File: config.mk
export PLATFORM = sky130hd
export DESIGN_NAME = cpu4_seq
export DESIGN_NICKNAME = d
export VERILOG_FILES = /design/src/rtl/cpu4_seq.sv
export SDC_FILE = /design/constraint.sdc
export NUM_CORES = 1
export LEC_CHECK = 0
export ABC_AREA = 0
export ABC_CLOCK_PERIOD_IN_PS = 1940
export BUFFER_PORTS_ARGS = -buffer_cell sky130_fd_sc_hd__buf_4
export CORE_ASPECT_RATIO = 1.1
export CORE_MARGIN = 2
export CORE_UTILIZATION = 50
export DETAILED_ROUTE_END_ITERATION = 10
export MAX_ROUTING_LAYER = met4
export PLACE_DENSITY = 0.7
export SLEW_MARGIN = 10
export SYNTH_ARGS = -nofsm -noshare
export SYNTH_HDL_FRONTEND = slang
export SYNTH_SLANG_ARGS = --single-unit
File: constraint.sdc
create_clock -name clk -period 1.94 [get_ports clk]
set_input_delay 0.194 -clock clk [delete_from_list [all_inputs] [get_ports clk]]
set_output_delay 0.194 -clock clk [all_outputs]
set_load 0.1 [all_outputs]
File: src/rtl/cpu4_seq.sv
// Multi-cycle fetch/decode/execute sequencer for the 4-bit CPU: fetches 12-bit
// instructions, holds a 4x4-bit register file and drives the downstream ALU.
module cpu4_seq #(
    parameter int ADDR_W = 4
) (
    input  logic              clk,
    input  logic              rst_n,
    input  logic              start,
    output logic              imem_req,
    output logic [ADDR_W-1:0] imem_addr,
    input  logic              imem_ack,
    input  logic [11:0]       imem_data,
    output logic [3:0]        alu_a,
    output logic [3:0]        alu_b,
    output logic [2:0]        alu_op,
    input  logic [3:0]        alu_result,
    output logic              busy,
    output logic              halted,
    output logic              zero,
    input  logic [1:0]        dbg_rsel,
    output logic [3:0]        dbg_rdata
);

    typedef enum logic [1:0] {
        ST_IDLE   = 2'd0,
        ST_FETCH  = 2'd1,
        ST_DECODE = 2'd2,
        ST_EXEC   = 2'd3
    } state_t;

    localparam logic [2:0] OP_CTRL   = 3'b111;
    localparam logic [2:0] OP_PASS_A = 3'b110;
    localparam logic [1:0] SUB_HALT  = 2'b00;
    localparam logic [1:0] SUB_LDI   = 2'b01;
    localparam logic [1:0] SUB_JMP   = 2'b10;
    localparam logic [1:0] SUB_JZ    = 2'b11;

    function automatic logic [2:0] f_op(input logic [11:0] w);
        return w[11:9];
    endfunction

    function automatic logic [1:0] f_rd(input logic [11:0] w);
        return w[8:7];
    endfunction

    function automatic logic [1:0] f_rs(input logic [11:0] w);
        return w[6:5];
    endfunction

    function automatic logic [3:0] f_imm(input logic [11:0] w);
        return w[3:0];
    endfunction

    function automatic logic [ADDR_W-1:0] f_target(input logic [11:0] w);
        return ADDR_W'(w[3:0]);
    endfunction

    state_t              state_q, state_d;
    logic [ADDR_W-1:0]   pc_q, pc_d;
    logic [11:0]         ir_q, ir_d;
    logic [3:0]          rf_q [0:3];
    logic [3:0]          rf_d [0:3];
    logic [3:0]          alu_a_q, alu_a_d;
    logic [3:0]          alu_b_q, alu_b_d;
    logic [2:0]          alu_op_q, alu_op_d;
    logic                halted_q, halted_d;
    logic                zero_q, zero_d;
    logic                imem_req_q, imem_req_d;
    logic                busy_q, busy_d;

    logic [2:0]          ir_op_s;
    logic [1:0]          ir_rd_s;
    logic [1:0]          ir_rs_s;
    logic [3:0]          ir_imm_s;
    logic [ADDR_W-1:0]   ir_target_s;
    logic [ADDR_W-1:0]   pc_inc_s;
    logic                unused_bits_s;

    assign ir_op_s     = f_op(ir_q);
    assign ir_rd_s     = f_rd(ir_q);
    assign ir_rs_s     = f_rs(ir_q);
    assign ir_imm_s    = f_imm(ir_q);
    assign ir_target_s = f_target(ir_q);
    assign pc_inc_s    = pc_q + ADDR_W'(1);
    // Instruction bit 4 carries no meaning in any format.
    assign unused_bits_s = ir_q[4];

    // Next-state, register-file and ALU-operand computation for every state.
    always_comb begin
        state_d  = state_q;
        pc_d     = pc_q;
        ir_d     = ir_q;
        rf_d     = rf_q;
        alu_a_d  = alu_a_q;
        alu_b_d  = alu_b_q;
        alu_op_d = alu_op_q;
        halted_d = halted_q;
        zero_d   = zero_q;
        case (state_q)
            ST_IDLE: begin
                if (start) begin
                    state_d  = ST_FETCH;
                    halted_d = 1'b0;
                end else begin
                    state_d = ST_IDLE;
                end
            end
            ST_FETCH: begin
                if (imem_ack) begin
                    ir_d    = imem_data;
                    state_d = ST_DECODE;
                end else begin
                    state_d = ST_FETCH;
                end
            end
            ST_DECODE: begin
                if (ir_op_s != OP_CTRL) begin
                    alu_a_d  = rf_q[ir_rd_s];
                    alu_b_d  = rf_q[ir_rs_s];
                    alu_op_d = ir_op_s;
                    state_d  = ST_EXEC;
                end else begin
                    state_d = ST_FETCH;
                    case (ir_rd_s)
                        SUB_HALT: begin
                            pc_d     = pc_inc_s;
                            halted_d = 1'b1;
                            state_d  = ST_IDLE;
                        end
                        SUB_LDI: begin
                            rf_d[ir_rs_s] = ir_imm_s;
                            pc_d          = pc_inc_s;
                        end
                        SUB_JMP: begin
                            pc_d = ir_target_s;
                        end
                        SUB_JZ: begin
                            if (zero_q) begin
                                pc_d = ir_target_s;
                            end else begin
                                pc_d = pc_inc_s;
                            end
                        end
                        default: begin
                            pc_d = pc_inc_s;
                        end
                    endcase
                end
            end
            ST_EXEC: begin
                rf_d[ir_rd_s] = alu_result;
                zero_d        = (alu_result == 4'd0);
                pc_d          = pc_inc_s;
                state_d       = ST_FETCH;
            end
            default: begin
                state_d = ST_IDLE;
            end
        endcase
    end

    assign imem_req_d = (state_d == ST_FETCH);
    assign busy_d     = (state_d != ST_IDLE);

    // State and datapath registers; reset clears everything at once, even mid-fetch.
    always_ff @(posedge clk or negedge rst_n) begin
        if (!rst_n) begin
            state_q    <= ST_IDLE;
            pc_q       <= {ADDR_W{1'b0}};
            ir_q       <= 12'h000;
            for (int i = 0; i < 4; i++) begin
                rf_q[i] <= 4'd0;
            end
            alu_a_q    <= 4'd0;
            alu_b_q    <= 4'd0;
            alu_op_q   <= OP_PASS_A;
            halted_q   <= 1'b0;
            zero_q     <= 1'b0;
            imem_req_q <= 1'b0;
            busy_q     <= 1'b0;
        end else begin
            state_q    <= state_d;
            pc_q       <= pc_d;
            ir_q       <= ir_d;
            rf_q       <= rf_d;
            alu_a_q    <= alu_a_d;
            alu_b_q    <= alu_b_d;
            alu_op_q   <= alu_op_d;
            halted_q   <= halted_d;
            zero_q     <= zero_d;
            imem_req_q <= imem_req_d;
            busy_q     <= busy_d;
        end
    end

    assign imem_req  = imem_req_q;
    assign imem_addr = pc_q;
    assign alu_a     = alu_a_q;
    assign alu_b     = alu_b_q;
    assign alu_op    = alu_op_q;
    assign busy      = busy_q;
    assign halted    = halted_q;
    assign zero      = zero_q;
    assign dbg_rdata = rf_q[dbg_rsel];

endmodule

==> summary.md <==
| Metric | Value |
|---|---|
| Status | `finished, final reports clean` |
| Initial antenna violation count | `0` |
| Post-DP HPWL | `slightly below 4000 um` |
| Initial Utilization | `51.3%` |
| Post-synth ARST share | `100%` |
| CP required | `1.75 ns` |
| I/O Buffers | `43` |
| Largest net degree at the start of global routing | `49` |
| Worst path max stage delay | `about 0.48 ns` |
| Rows | `27` |
| Drt first-iter violations | `107` |
| Die area | `5650 sq um` |
| HP Class | `input port to flop` |
| Syn Nets | `253` |
| Final Hold Viols | `0` |
| Area delta synth->final | `20.2%` |
| # IOs | `45` |
| Syn Inst Count | `230` |
| Router iterations before antenna repair | `4` |
| Overall via count from detail_route | `1889` |
| Critical path's slowest cell | `mux4_2` |
| Max capacitance violation total | `0` |
| Syn. warnings | `0` |
| Distinct cells, synth | `45` |
| Clk sink count | `48` |
| Fin Setup TNS | `0 ns` |
| Sequential area share after synthesis | `47.6%` |
| Clk slew on worst S/H paths | `about 0.08 ns` |
| Tcrit/Tclk final | `between 80% and 90%` |
| Clock root cell | `clkbuf_8` |
| Total track usage | `about a fifth` |
| Wire per inst | `15.8 um` |
| H-tree levels | `2` |
| Main synth FF type | `dfrtp_1` |
| FMAX | `611 MHz` |
| Chip Width | `71.8 um` |
| Core Region | `4930 sq um` |
| RSZ-0062 raised after global routing | `false` |
| Post-synthesis register bit count | `48` |
| EDFF count, synth | `0` |
| Routed WL | `5380 um` |
| Nets@finish | `just over 300` |
| Post-Syn Area | `2530 sq um` |
| # diodes | `0` |
| Post-CTS Repair Setup Buffers | `0` |
| Worst path bufs/invs | `1` |
| TritonCTS buffer count | `5` |
| CP top delay family | `multiplexers` |
| Skew final | `0.00217 ns` |
| Vias in the first global route | `1788` |
| First-pass GRT wire length | `8990 um` |
| DR DRC count | `0` |
| Syn_area_per_cell | `11.0 sq um` |
| Worst slew margin | `59.9%` |
| Max Slew Vio Count | `0` |
| # setup viols final | `0` |
| Slew @ Worst Pin | `roughly 0.6 ns` |
| Fill cells | `444` |
| Crit path DAT | `roughly 1.4 ns` |
| Final ANT Viol Nets | `0` |
| Clock Latency Late Sink | `0.30 ns` |
| Drt via density | `5.56` |
| CP Capture Type | `output port` |
| Layout cell share with drive strength beyond 1 | `34.0%` |
| Longest Clk Path Bufs | `2` |
| Worst Setup Start Kind | `flop` |
| TritonCTS clock tree | `yes` |
| Final worst path period need | `roughly 1.6 ns` |
| Remaining global-route overflow | `0` |
| Worst Path Max Fanout | `4` |
| WS Path Type | `flop to output port` |
| Crit path cell chain | `mux4_2, buf_4` |
| Gpl congestion | `0.807` |
| DIE HEIGHT | `78.6 um` |
## path summary, 6_finish.rpt
check                                           from                    end  slack, ns  cells after the start
worst min register to register  alu_a[1]$_DFFE_PN0P_   alu_a[1]$_DFFE_PN0P_       0.48                      2
worst max register to register   ir_q[8]$_DFFE_PN0P_    rf_q[4]$_DFFE_PN0P_       0.33                      4
worst min-delay path                    imem_data[9]    ir_q[9]$_DFFE_PN0P_       0.08                      3
min in group asynchronous                      rst_n  alu_op[0]$_DFFE_PN0P_       0.44                      2
worst max-delay path             rf_q[2]$_DFFE_PN0P_           dbg_rdata[2]       0.30                      2
max in group asynchronous                      rst_n   rf_q[10]$_DFFE_PN0P_       1.09                      2
## repair_timing
item | 4_1_cts | 5_1_grt
hold buffers | 1 | 0
resized for setup | 0 | 0
hold endpoints to repair | 46 | 0
## final cells by class
cell class	instances	area, sq um	share of cell area (%)
clock buffer	6	82.6	2.71
tap	58	72.6	2.39
multi-input combinational	164	1230	40.4
clock inverter	2	10.0	0.329
timing repair buffer	56	423	13.9
inverter	6	22.5	0.740
sequential	48	1200	39.6
## worst min-delay path, cell delays in order
cell	delay, ns
buf_4	0.07
nand2_1	0.04
nand2_1	0.04
## logic make-up after synthesis
group,share of synthesized area [%]
AND/OR/NAND/NOR,20.8
flip-flops,47.6
AO/OA/AOI/OAI,12.6
multiplexers,14.6
buffers and inverters,3.91
adder cells (fa/ha/maj),0.494
## synth_stat cells, drive strengths merged (3+ instances only)
library cell  count  area [sq um]
clkbuf            3          11.3
o21ai             6          33.8
mux4             12           270
a32o              4          40.0
buf               9          65.1
nand2b            4          25.0
and3              3          18.8
a21o              8          60.1
nor4              3          31.3
inv               6          22.5
nand2            65           246
nand3             3          32.5
nor2             12          47.6
nor3              3          20.0
a22o             10          87.6
dfrtp            46          1150
o22a              3          26.3
mux2              7          78.8
## per-layer routing
metal	track usage [%]	part of all wire (%)	vias to the layer above
met5	-	0	-
met4	5.85	1.6	0
met3	3.85	3.9	9
met2	31.9	48	49
met1	30.0	47	912
li1	-	-	919
## layout by cell type, fill, tap and decap left out, drive strengths merged
| master | n |
|---|---|
| inv | 6 |
| nand2b | 4 |
| a32o | 4 |
| mux2i | 2 |
| o22ai | 1 |
| nor2b | 1 |
| dfstp | 2 |
| nand3b | 1 |
| a21o | 8 |
| a21oi | 2 |
| nor3b | 2 |
| nand4bb | 1 |
| buf | 55 |
| mux2 | 7 |
| mux4 | 12 |
| ha | 1 |
| o21ai | 6 |
| nor4b | 1 |
| a221o | 2 |
| clkbuf | 6 |
| dlygate4sd3 | 1 |
| and2 | 2 |
| a211o | 1 |
| nor3 | 3 |
| a31oi | 1 |
| or4 | 1 |
| clkinv | 2 |
| and3 | 3 |
| nand2 | 65 |
| nor2 | 12 |
| a22o | 10 |
| nand3 | 3 |
| o22a | 3 |
| dfrtp | 46 |
| nor4 | 3 |
| o211ai | 2 |
## state kept, by name, summed over array words and instances, names as in the netlist
| register | count |
|---|---|
| rf_q | 16 |
| alu_b | 4 |
| imem_req | 1 |
| imem_addr | 4 |
| ir_q | 11 |
| state_q | 2 |
| alu_op | 3 |
| zero | 1 |
| halted | 1 |
| alu_a | 4 |
| busy | 1 |
## per-stage QoR
stage	setup WS, ns	hold WS, ns	area [sq um]	instances	util (%)
finish	0.304	0.0821	3040	340	61.7
global route	0.196	0.0792	3040	340	61.7
CTS	0.294	0.0744	3040	340	61.7
detailed placement	0.338	0.244	2940	331	59.6
global placement	0.332	0.243	2940	331	59.6
floorplan	0.0712	-0.102	2530	230	-
Power is left out: the tool's default activity adds up to more than one toggle a clock period on the data nets, which glitch-free logic cannot reach.
